`config.mk`:
```
export PLATFORM = sky130hd
export DESIGN_NAME = otg_hpi_responder_flat
export DESIGN_NICKNAME = d
export VERILOG_FILES = /design/src/rtl/otg_hpi_responder_if.sv /design/src/rtl/otg_hpi_responder.sv /design/src/flat_wrapper.sv
export SDC_FILE = /design/constraint.sdc
export NUM_CORES = 2
export LEC_CHECK = 0
export CORE_UTILIZATION = 28
export DETAILED_ROUTE_END_ITERATION = 8
export GPL_TIMING_DRIVEN = 0
export MAX_ROUTING_LAYER = met4
export PLACE_DENSITY_LB_ADDON = 0.2
export REMOVE_ABC_BUFFERS = 1
export SLEW_MARGIN = 25
export SYNTH_ARGS = -nofsm -noshare
export SYNTH_HDL_FRONTEND = slang
export SYNTH_SLANG_ARGS = --single-unit
```
`constraint.sdc`:
```
create_clock -name clk_clk -period 4.6 [get_ports clk_clk]
set_clock_uncertainty 0.15 [all_clocks]
set_input_delay 1.38 -clock clk_clk [delete_from_list [all_inputs] [get_ports clk_clk]]
set_output_delay 1.38 -clock clk_clk [all_outputs]
set_load 0.02 [all_outputs]
```
`src/rtl/otg_hpi_responder_if.sv`:
```
// HPI strobe bus between a host (Nios PIO side) and the responder.
//   hpi_addr     register select: 0 DATA, 1 MAILBOX, 2 ADDRESS, 3 STATUS
//   hpi_cs_n     chip select, active low
//   hpi_r_n      read strobe, active low
//   hpi_w_n      write strobe, active low
//   hpi_data_in  write data, host -> responder
//   hpi_data_out read data, responder -> host
//   hpi_data_oe  responder is driving hpi_data_out
//   hpi_int      interrupt to host (local->host mailbox full)
interface otg_hpi_responder_if;
  logic [1:0]  hpi_addr;
  logic        hpi_cs_n;
  logic        hpi_r_n;
  logic        hpi_w_n;
  logic [15:0] hpi_data_in;
  logic [15:0] hpi_data_out;
  logic        hpi_data_oe;
  logic        hpi_int;

  modport master (
    output hpi_addr, hpi_cs_n, hpi_r_n, hpi_w_n, hpi_data_in,
    input  hpi_data_out, hpi_data_oe, hpi_int
  );

  modport slave (
    input  hpi_addr, hpi_cs_n, hpi_r_n, hpi_w_n, hpi_data_in,
    output hpi_data_out, hpi_data_oe, hpi_int
  );
endinterface

```
`src/rtl/otg_hpi_responder.sv`:
```
// Target-side stand-in for the OTG controller host-port interface.
// A 16-bit word RAM sits behind an auto-incrementing byte address register,
// with a bidirectional mailbox and a status register.
//   clk_clk        system clock, HPI inputs synchronous to it
//   reset_reset_n  asynchronous active-low reset
//   hpi            HPI strobe bus (slave modport)
//   mbx_in_data    last host-written mailbox word
//   mbx_in_valid   host->local mailbox full
//   mbx_in_ack     local consumer pops host->local mailbox
//   mbx_out_data   word to post to host
//   mbx_out_wr     post mbx_out_data (single-cycle pulse)
//   mbx_out_busy   local->host mailbox full, posts ignored
//
// state    | meaning
// S_DISARM | after reset, waiting for a cycle with cs_n high; strobes ignored
// S_IDLE   | armed, no strobe active last cycle
// S_RD     | read strobe was active last cycle
// S_WR     | write strobe was active last cycle
module otg_hpi_responder #(
  parameter int          ADDR_W    = 8,
  parameter logic [15:0] BASE_ADDR = 16'h1000
) (
  input  logic                    clk_clk,
  input  logic                    reset_reset_n,
  otg_hpi_responder_if.slave      hpi,
  output logic [15:0]             mbx_in_data,
  output logic                    mbx_in_valid,
  input  logic                    mbx_in_ack,
  input  logic [15:0]             mbx_out_data,
  input  logic                    mbx_out_wr,
  output logic                    mbx_out_busy
);

  localparam int          DEPTH = 1 << ADDR_W;
  localparam logic [16:0] SPAN  = 17'(2 * DEPTH);

  localparam logic [1:0] SEL_DATA = 2'd0;
  localparam logic [1:0] SEL_MBX  = 2'd1;
  localparam logic [1:0] SEL_ADDR = 2'd2;
  localparam logic [1:0] SEL_STAT = 2'd3;

  typedef enum logic [1:0] {S_DISARM, S_IDLE, S_RD, S_WR} state_t;

  state_t      state_q, state_d;
  logic [15:0] a_q, a_d;
  logic [15:0] out_q, out_d;
  logic        oe_q, oe_d;
  logic [1:0]  rd_sel_q, rd_sel_d;
  logic [15:0] in_data_q, in_data_d;
  logic        in_valid_q, in_valid_d;
  logic        ovr_q, ovr_d;
  logic        busy_q, busy_d;
  logic [15:0] latch_q, latch_d;

  logic [15:0] mem [DEPTH];

  logic              rd_act, wr_act, armed;
  logic              rd_start, rd_end, wr_start;
  logic [16:0]       off;
  logic              in_win;
  logic [ADDR_W-1:0] word;
  logic              ram_we;
  logic [15:0]       rd_mux;
  logic [15:0]       a_inc;

  // Both strobes low is illegal and counts as inactive.
  assign rd_act = ~hpi.hpi_cs_n & ~hpi.hpi_r_n &  hpi.hpi_w_n;
  assign wr_act = ~hpi.hpi_cs_n & ~hpi.hpi_w_n &  hpi.hpi_r_n;
  assign armed  = (state_q != S_DISARM);

  assign rd_start = armed & rd_act & (state_q != S_RD);
  assign rd_end   = (state_q == S_RD) & ~rd_act;
  assign wr_start = armed & wr_act & (state_q != S_WR);

  // A below BASE borrows into bit 16, so the single compare covers both bounds.
  assign off    = {1'b0, a_q} - {1'b0, BASE_ADDR};
  assign in_win = (off < SPAN);
  assign word   = ADDR_W'(off >> 1);
  assign a_inc  = a_q + 16'd2;

  always_comb begin
    state_d    = state_q;
    a_d        = a_q;
    out_d      = out_q;
    oe_d       = oe_q;
    rd_sel_d   = rd_sel_q;
    in_data_d  = in_data_q;
    in_valid_d = in_valid_q;
    ovr_d      = ovr_q;
    busy_d     = busy_q;
    latch_d    = latch_q;
    ram_we     = 1'b0;
    rd_mux     = 16'h0000;

    case (state_q)
      S_DISARM: if (hpi.hpi_cs_n) state_d = S_IDLE;
      default: begin
        if (rd_act)      state_d = S_RD;
        else if (wr_act) state_d = S_WR;
        else             state_d = S_IDLE;
      end
    endcase

    case (hpi.hpi_addr)
      SEL_DATA: rd_mux = in_win ? mem[word] : 16'h0000;
      SEL_MBX:  rd_mux = latch_q;
      SEL_ADDR: rd_mux = a_q;
      default:  rd_mux = {13'b0, ovr_q, in_valid_q, busy_q};
    endcase

    if (rd_start) begin
      out_d    = rd_mux;
      oe_d     = 1'b1;
      rd_sel_d = hpi.hpi_addr;
    end

    if (rd_end) begin
      oe_d = 1'b0;
      case (rd_sel_q)
        SEL_DATA: a_d    = a_inc;
        SEL_MBX:  busy_d = 1'b0;
        SEL_STAT: ovr_d  = 1'b0;
        default: ;
      endcase
    end

    // A host read draining the outbound mailbox beats a same-cycle post.
    if (mbx_out_wr && !busy_q && !(rd_end && rd_sel_q == SEL_MBX)) begin
      busy_d  = 1'b1;
      latch_d = mbx_out_data;
    end

    if (mbx_in_ack && in_valid_q) in_valid_d = 1'b0;

    if (wr_start) begin
      case (hpi.hpi_addr)
        SEL_DATA: begin
          ram_we = in_win;
          a_d    = a_inc;
        end
        SEL_ADDR: a_d = hpi.hpi_data_in & 16'hFFFE;
        SEL_MBX: begin
          in_data_d  = hpi.hpi_data_in;
          in_valid_d = 1'b1;
          if (in_valid_q && !mbx_in_ack) ovr_d = 1'b1;
        end
        default: ;
      endcase
    end
  end

  always_ff @(posedge clk_clk or negedge reset_reset_n) begin
    if (!reset_reset_n) begin
      state_q    <= S_DISARM;
      a_q        <= 16'h0000;
      out_q      <= 16'h0000;
      oe_q       <= 1'b0;
      rd_sel_q   <= SEL_DATA;
      in_data_q  <= 16'h0000;
      in_valid_q <= 1'b0;
      ovr_q      <= 1'b0;
      busy_q     <= 1'b0;
      latch_q    <= 16'h0000;
    end else begin
      state_q    <= state_d;
      a_q        <= a_d;
      out_q      <= out_d;
      oe_q       <= oe_d;
      rd_sel_q   <= rd_sel_d;
      in_data_q  <= in_data_d;
      in_valid_q <= in_valid_d;
      ovr_q      <= ovr_d;
      busy_q     <= busy_d;
      latch_q    <= latch_d;
    end
  end

  always_ff @(posedge clk_clk) begin
    if (ram_we) mem[word] <= hpi.hpi_data_in;
  end

  assign hpi.hpi_data_out = out_q;
  assign hpi.hpi_data_oe  = oe_q;
  assign hpi.hpi_int      = busy_q;
  assign mbx_in_data      = in_data_q;
  assign mbx_in_valid     = in_valid_q;
  assign mbx_out_busy     = busy_q;

endmodule
```
`src/flat_wrapper.sv`:
```
// flat-port wrapper written by rule: the top's interface ports become plain ports
module otg_hpi_responder_flat 
#(
  parameter int          ADDR_W    = 8,
  parameter logic [15:0] BASE_ADDR = 16'h1000
)
  (clk_clk, reset_reset_n, mbx_in_data, mbx_in_valid, mbx_in_ack, mbx_out_data, mbx_out_wr, mbx_out_busy, hpi_hpi_addr, hpi_hpi_cs_n, hpi_hpi_r_n, hpi_hpi_w_n, hpi_hpi_data_in, hpi_hpi_data_out, hpi_hpi_data_oe, hpi_hpi_int);
  otg_hpi_responder_if hpi_i ();
  input  logic clk_clk;
  input  logic reset_reset_n;
  output logic [15:0] mbx_in_data;
  output logic mbx_in_valid;
  input  logic mbx_in_ack;
  input  logic [15:0] mbx_out_data;
  input  logic mbx_out_wr;
  output logic mbx_out_busy;
  input wire logic [$bits(hpi_i.hpi_addr)-1:0] hpi_hpi_addr;
  input wire logic [$bits(hpi_i.hpi_cs_n)-1:0] hpi_hpi_cs_n;
  input wire logic [$bits(hpi_i.hpi_r_n)-1:0] hpi_hpi_r_n;
  input wire logic [$bits(hpi_i.hpi_w_n)-1:0] hpi_hpi_w_n;
  input wire logic [$bits(hpi_i.hpi_data_in)-1:0] hpi_hpi_data_in;
  output wire logic [$bits(hpi_i.hpi_data_out)-1:0] hpi_hpi_data_out;
  output wire logic [$bits(hpi_i.hpi_data_oe)-1:0] hpi_hpi_data_oe;
  output wire logic [$bits(hpi_i.hpi_int)-1:0] hpi_hpi_int;
  assign hpi_i.hpi_addr = hpi_hpi_addr;
  assign hpi_i.hpi_cs_n = hpi_hpi_cs_n;
  assign hpi_i.hpi_r_n = hpi_hpi_r_n;
  assign hpi_i.hpi_w_n = hpi_hpi_w_n;
  assign hpi_i.hpi_data_in = hpi_hpi_data_in;
  assign hpi_hpi_data_out = hpi_i.hpi_data_out;
  assign hpi_hpi_data_oe = hpi_i.hpi_data_oe;
  assign hpi_hpi_int = hpi_i.hpi_int;
  otg_hpi_responder #(.ADDR_W(ADDR_W), .BASE_ADDR(BASE_ADDR)) u_core (.clk_clk(clk_clk), .reset_reset_n(reset_reset_n), .hpi(hpi_i), .mbx_in_data(mbx_in_data), .mbx_in_valid(mbx_in_valid), .mbx_in_ack(mbx_in_ack), .mbx_out_data(mbx_out_data), .mbx_out_wr(mbx_out_wr), .mbx_out_busy(mbx_out_busy));
endmodule
```
==> results.ini <==
[outcome]
status = finished clean

[worst_setup_path]
worst_setup_path_end_kind = flop
path_cells = buf_12 > buf_16 > buf_12 > buf_12 > buf_16 > buf_16 > mux4_2 > mux4_2 > a22oi_2 > a21oi_1 > a211oi_4 > nor2_1
crit_start = u_core.a_q[2]
critPathSlowestCell = mux4_2
reg2reg_from = u_core.a_q[2]
criticalPathCategory = reg2reg
crit_family = buffers and inverters
required_ps = 5350
crit_buf_inv = 6
crit_fanout = 39
start_kind = flop
max_stage_delay_ps = 550
critPathArrivalTime_ps = 5350

[power]
p_per_area_nw_per_um2 = 572
total_leakage_power_nw = 61.1
p_total_w = 0.113
vdd_ir_drop_max_v = 0.000453

[logic_synthesis]
yosysTopAreaCell = edfxtp_1
yosysUniqueCellTypes = 83
syn_area_sq_um = 161000
netlist_top_cells_count = 4096 x edfxtp_1, 1076 x mux4_2, 313 x nor2_1
synth_edf_count = 4096
post-synth-top-count-cell = edfxtp_1
async_flop_share = 0.0170
syn_inst = 7138
synth_top_area_share = 0.766
synthTopCellsByArea = edfxtp_1 77%, mux4_2 15%, mux2i_1 1.3%
synth_seq_cells = 4167
avgSynthCellArea_sq_um = 22.5
ys_seq_area_frac = 0.777
ys.flop_type = edfxtp_1
ys_warn_count = 0

[routing]
drt_iter0_drc = 9191
drcViolationCount = 0
drt_wl_total_um = 517000
ant_nets = 0
vias = 79897
routedWlPerCell_um = 32.8
via_per_inst = 5.07
firstDrtPassIters = 5

[placed_design]
place_inst = 14665
dp_hpwl_um = 333000
routabilityCongestion = 0.796
io_buffers = 76
post-place-ws_ps = -2450

[sta]
hold-worst-slack_ps = 361
fin_crit_ps = 4600
slew_violations = 0
finalWorstSetupSlack_ps = 1.72
setup_viol = 0
worst_slew_pin_slew_ps = 1110
layout_worst_path_cycle_share = 1.00
fmax_mhz = 217
fin_setup_tns_ps = 0
hold_viol_final = 0
relSlewSlack = 0.254
grt_setup_unrepaired = true

[min_path]
hp-class = reg2reg
hp-start = u_core.mbx_in_data[15]

[die]
die_y_um = 760
fp.dieW_um = 760
dieArea_sq_um = 577000
initial_utilization = 0.282
fp-row-count = 277
core_sq_um = 570000
ioPinCount = 77

[final_layout]
syn2layout_area_growth_pct = 22.8
regArea_sq_um = 125000
multiInputGateArea_sq_um = 36500
layout-drive-gt1-share = 0.332
fin_cells = 15760
final_nets = 7854
fill_cells = 52290

[clocking]
cts_made_buffers = 454
clkTransAtPathRegs_ps = 60
cts_tree = built
clk_path_buf_depth = 4
ctsHtreeMaxLevel = 5
clk_latency_ps = 1030
root_buffer = clkbuf_16
clock-sinks = 4167

[grt]
antenna_found_initial = 39
grt_pass1_vias = 80423
track_usage = 0.179
globalRoute.totalOverflow = 0
grt_pass1_wl_um = 699000
grt_max_degree = 117

[job]
cap_violations = 0

## worst register-to-register path: cells and delay by family (launching register included)
family                 cells  cell delay [ps]
multiplexers               2              960
flip-flops                 1              430
AND/OR/NAND/NOR            1               70
buffers and inverters      6             1680
AO/OA/AOI/OAI              3             1190
## flip-flops by register name, summed over array words and instances, names as in the netlist
register,cells
u_core.rd_sel_q,2
u_core.mem,4096
u_core.hpi.hpi_data_oe,1
u_core.ovr_q,1
u_core.mbx_in_data,16
u_core.hpi.hpi_int,1
u_core.a_q,15
u_core.mbx_in_valid,1
u_core.state_q,2
u_core.hpi.hpi_data_out,16
u_core.latch_q,16
## routing by layer
metal	track usage	up-vias	wire, um
met5	-	-	0
met4	0.0538	0	18100
met3	0.0278	728	33400
met2	0.283	2964	247000
met1	0.240	44293	219000
li1	-	31912	-
## power by group
group | internal [W] | total [W] | switching (W)
clock network | 0.0205 | 0.0357 | 0.0152
logic | 0.0141 | 0.0347 | 0.0206
registers | 0.0419 | 0.0425 | 0.000626
total | 0.0764 | 0.113 | 0.0364
## cell usage in the layout, fill, tap and decap left out, types with 43 or more instances in the layout
cell type,Yosys,routed
buf_8,3,43
clkinv_2,0,83
clkbuf_16,0,463
clkinv_1,2,118
a21oi_1,64,60
buf_16,0,218
nand3_1,54,44
nor2_1,313,48
a22oi_1,135,127
clkdlybuf4s50_1,0,57
mux2i_1,206,203
nor2_4,0,264
edfxtp_1,4096,4096
clkbuf_1,134,97
mux4_2,1076,1076
buf_4,56,110
dfrtp_1,71,63
buf_12,2,173
nand2_1,212,184
## stage by stage
stage / utilization / area (sq um)
detailed placement: 0.314 / 179000
floorplan: - / 158000
CTS: 0.343 / 196000
finish: 0.346 / 197000
global placement: 0.296 / 169000
global route: 0.346 / 197000
## layout make-up
| type | instances | area share |
|---|---|---|
| multi-input combinational | 2548 | 0.185 |
| timing repair buffer | 623 | 0.0600 |
| sequential | 4167 | 0.633 |
| clock buffer | 559 | 0.0601 |
| antenna | 35 | 0.000444 |
| tap | 7533 | 0.0478 |
| clock inverter | 282 | 0.0134 |
| inverter | 13 | 0.000362 |
## final timing paths
kind	end	slack, ps	depth (start not counted)
max	u_core.hpi.hpi_data_out[4]	2	12
min	u_core.mbx_in_data[15]	360	1
max reg2reg	u_core.hpi.hpi_data_out[4]	2	12
min reg2reg	u_core.mbx_in_data[15]	360	1
max in group asynchronous	u_core.hpi.hpi_data_out[7]	2990	3
min in group asynchronous	u_core.latch_q[10]	630	2
## timing repair
action / 4_1_cts / 5_1_grt
endpoints found under the hold margin: 18 / 0
gates cloned: 0 / 8
pin swaps: 82 / 72
hold buffers: 1 / 0
gates resized for setup: 56 / 19
buffers inserted: 127 / 82
endpoints found under the setup margin: 4112 / 1018
## logic make-up after synthesis
logic type / count (synthesis) / synth area share
flip-flops: 4167 / 0.777
buffers and inverters: 423 / 0.0143
multiplexers: 1321 / 0.166
AND/OR/NAND/NOR: 741 / 0.0205
adder cells (fa/ha/maj): 6 / 0.000467
XOR/XNOR: 13 / 0.000709
AO/OA/AOI/OAI: 467 / 0.0211
Power figures use the tool's default switching activity.
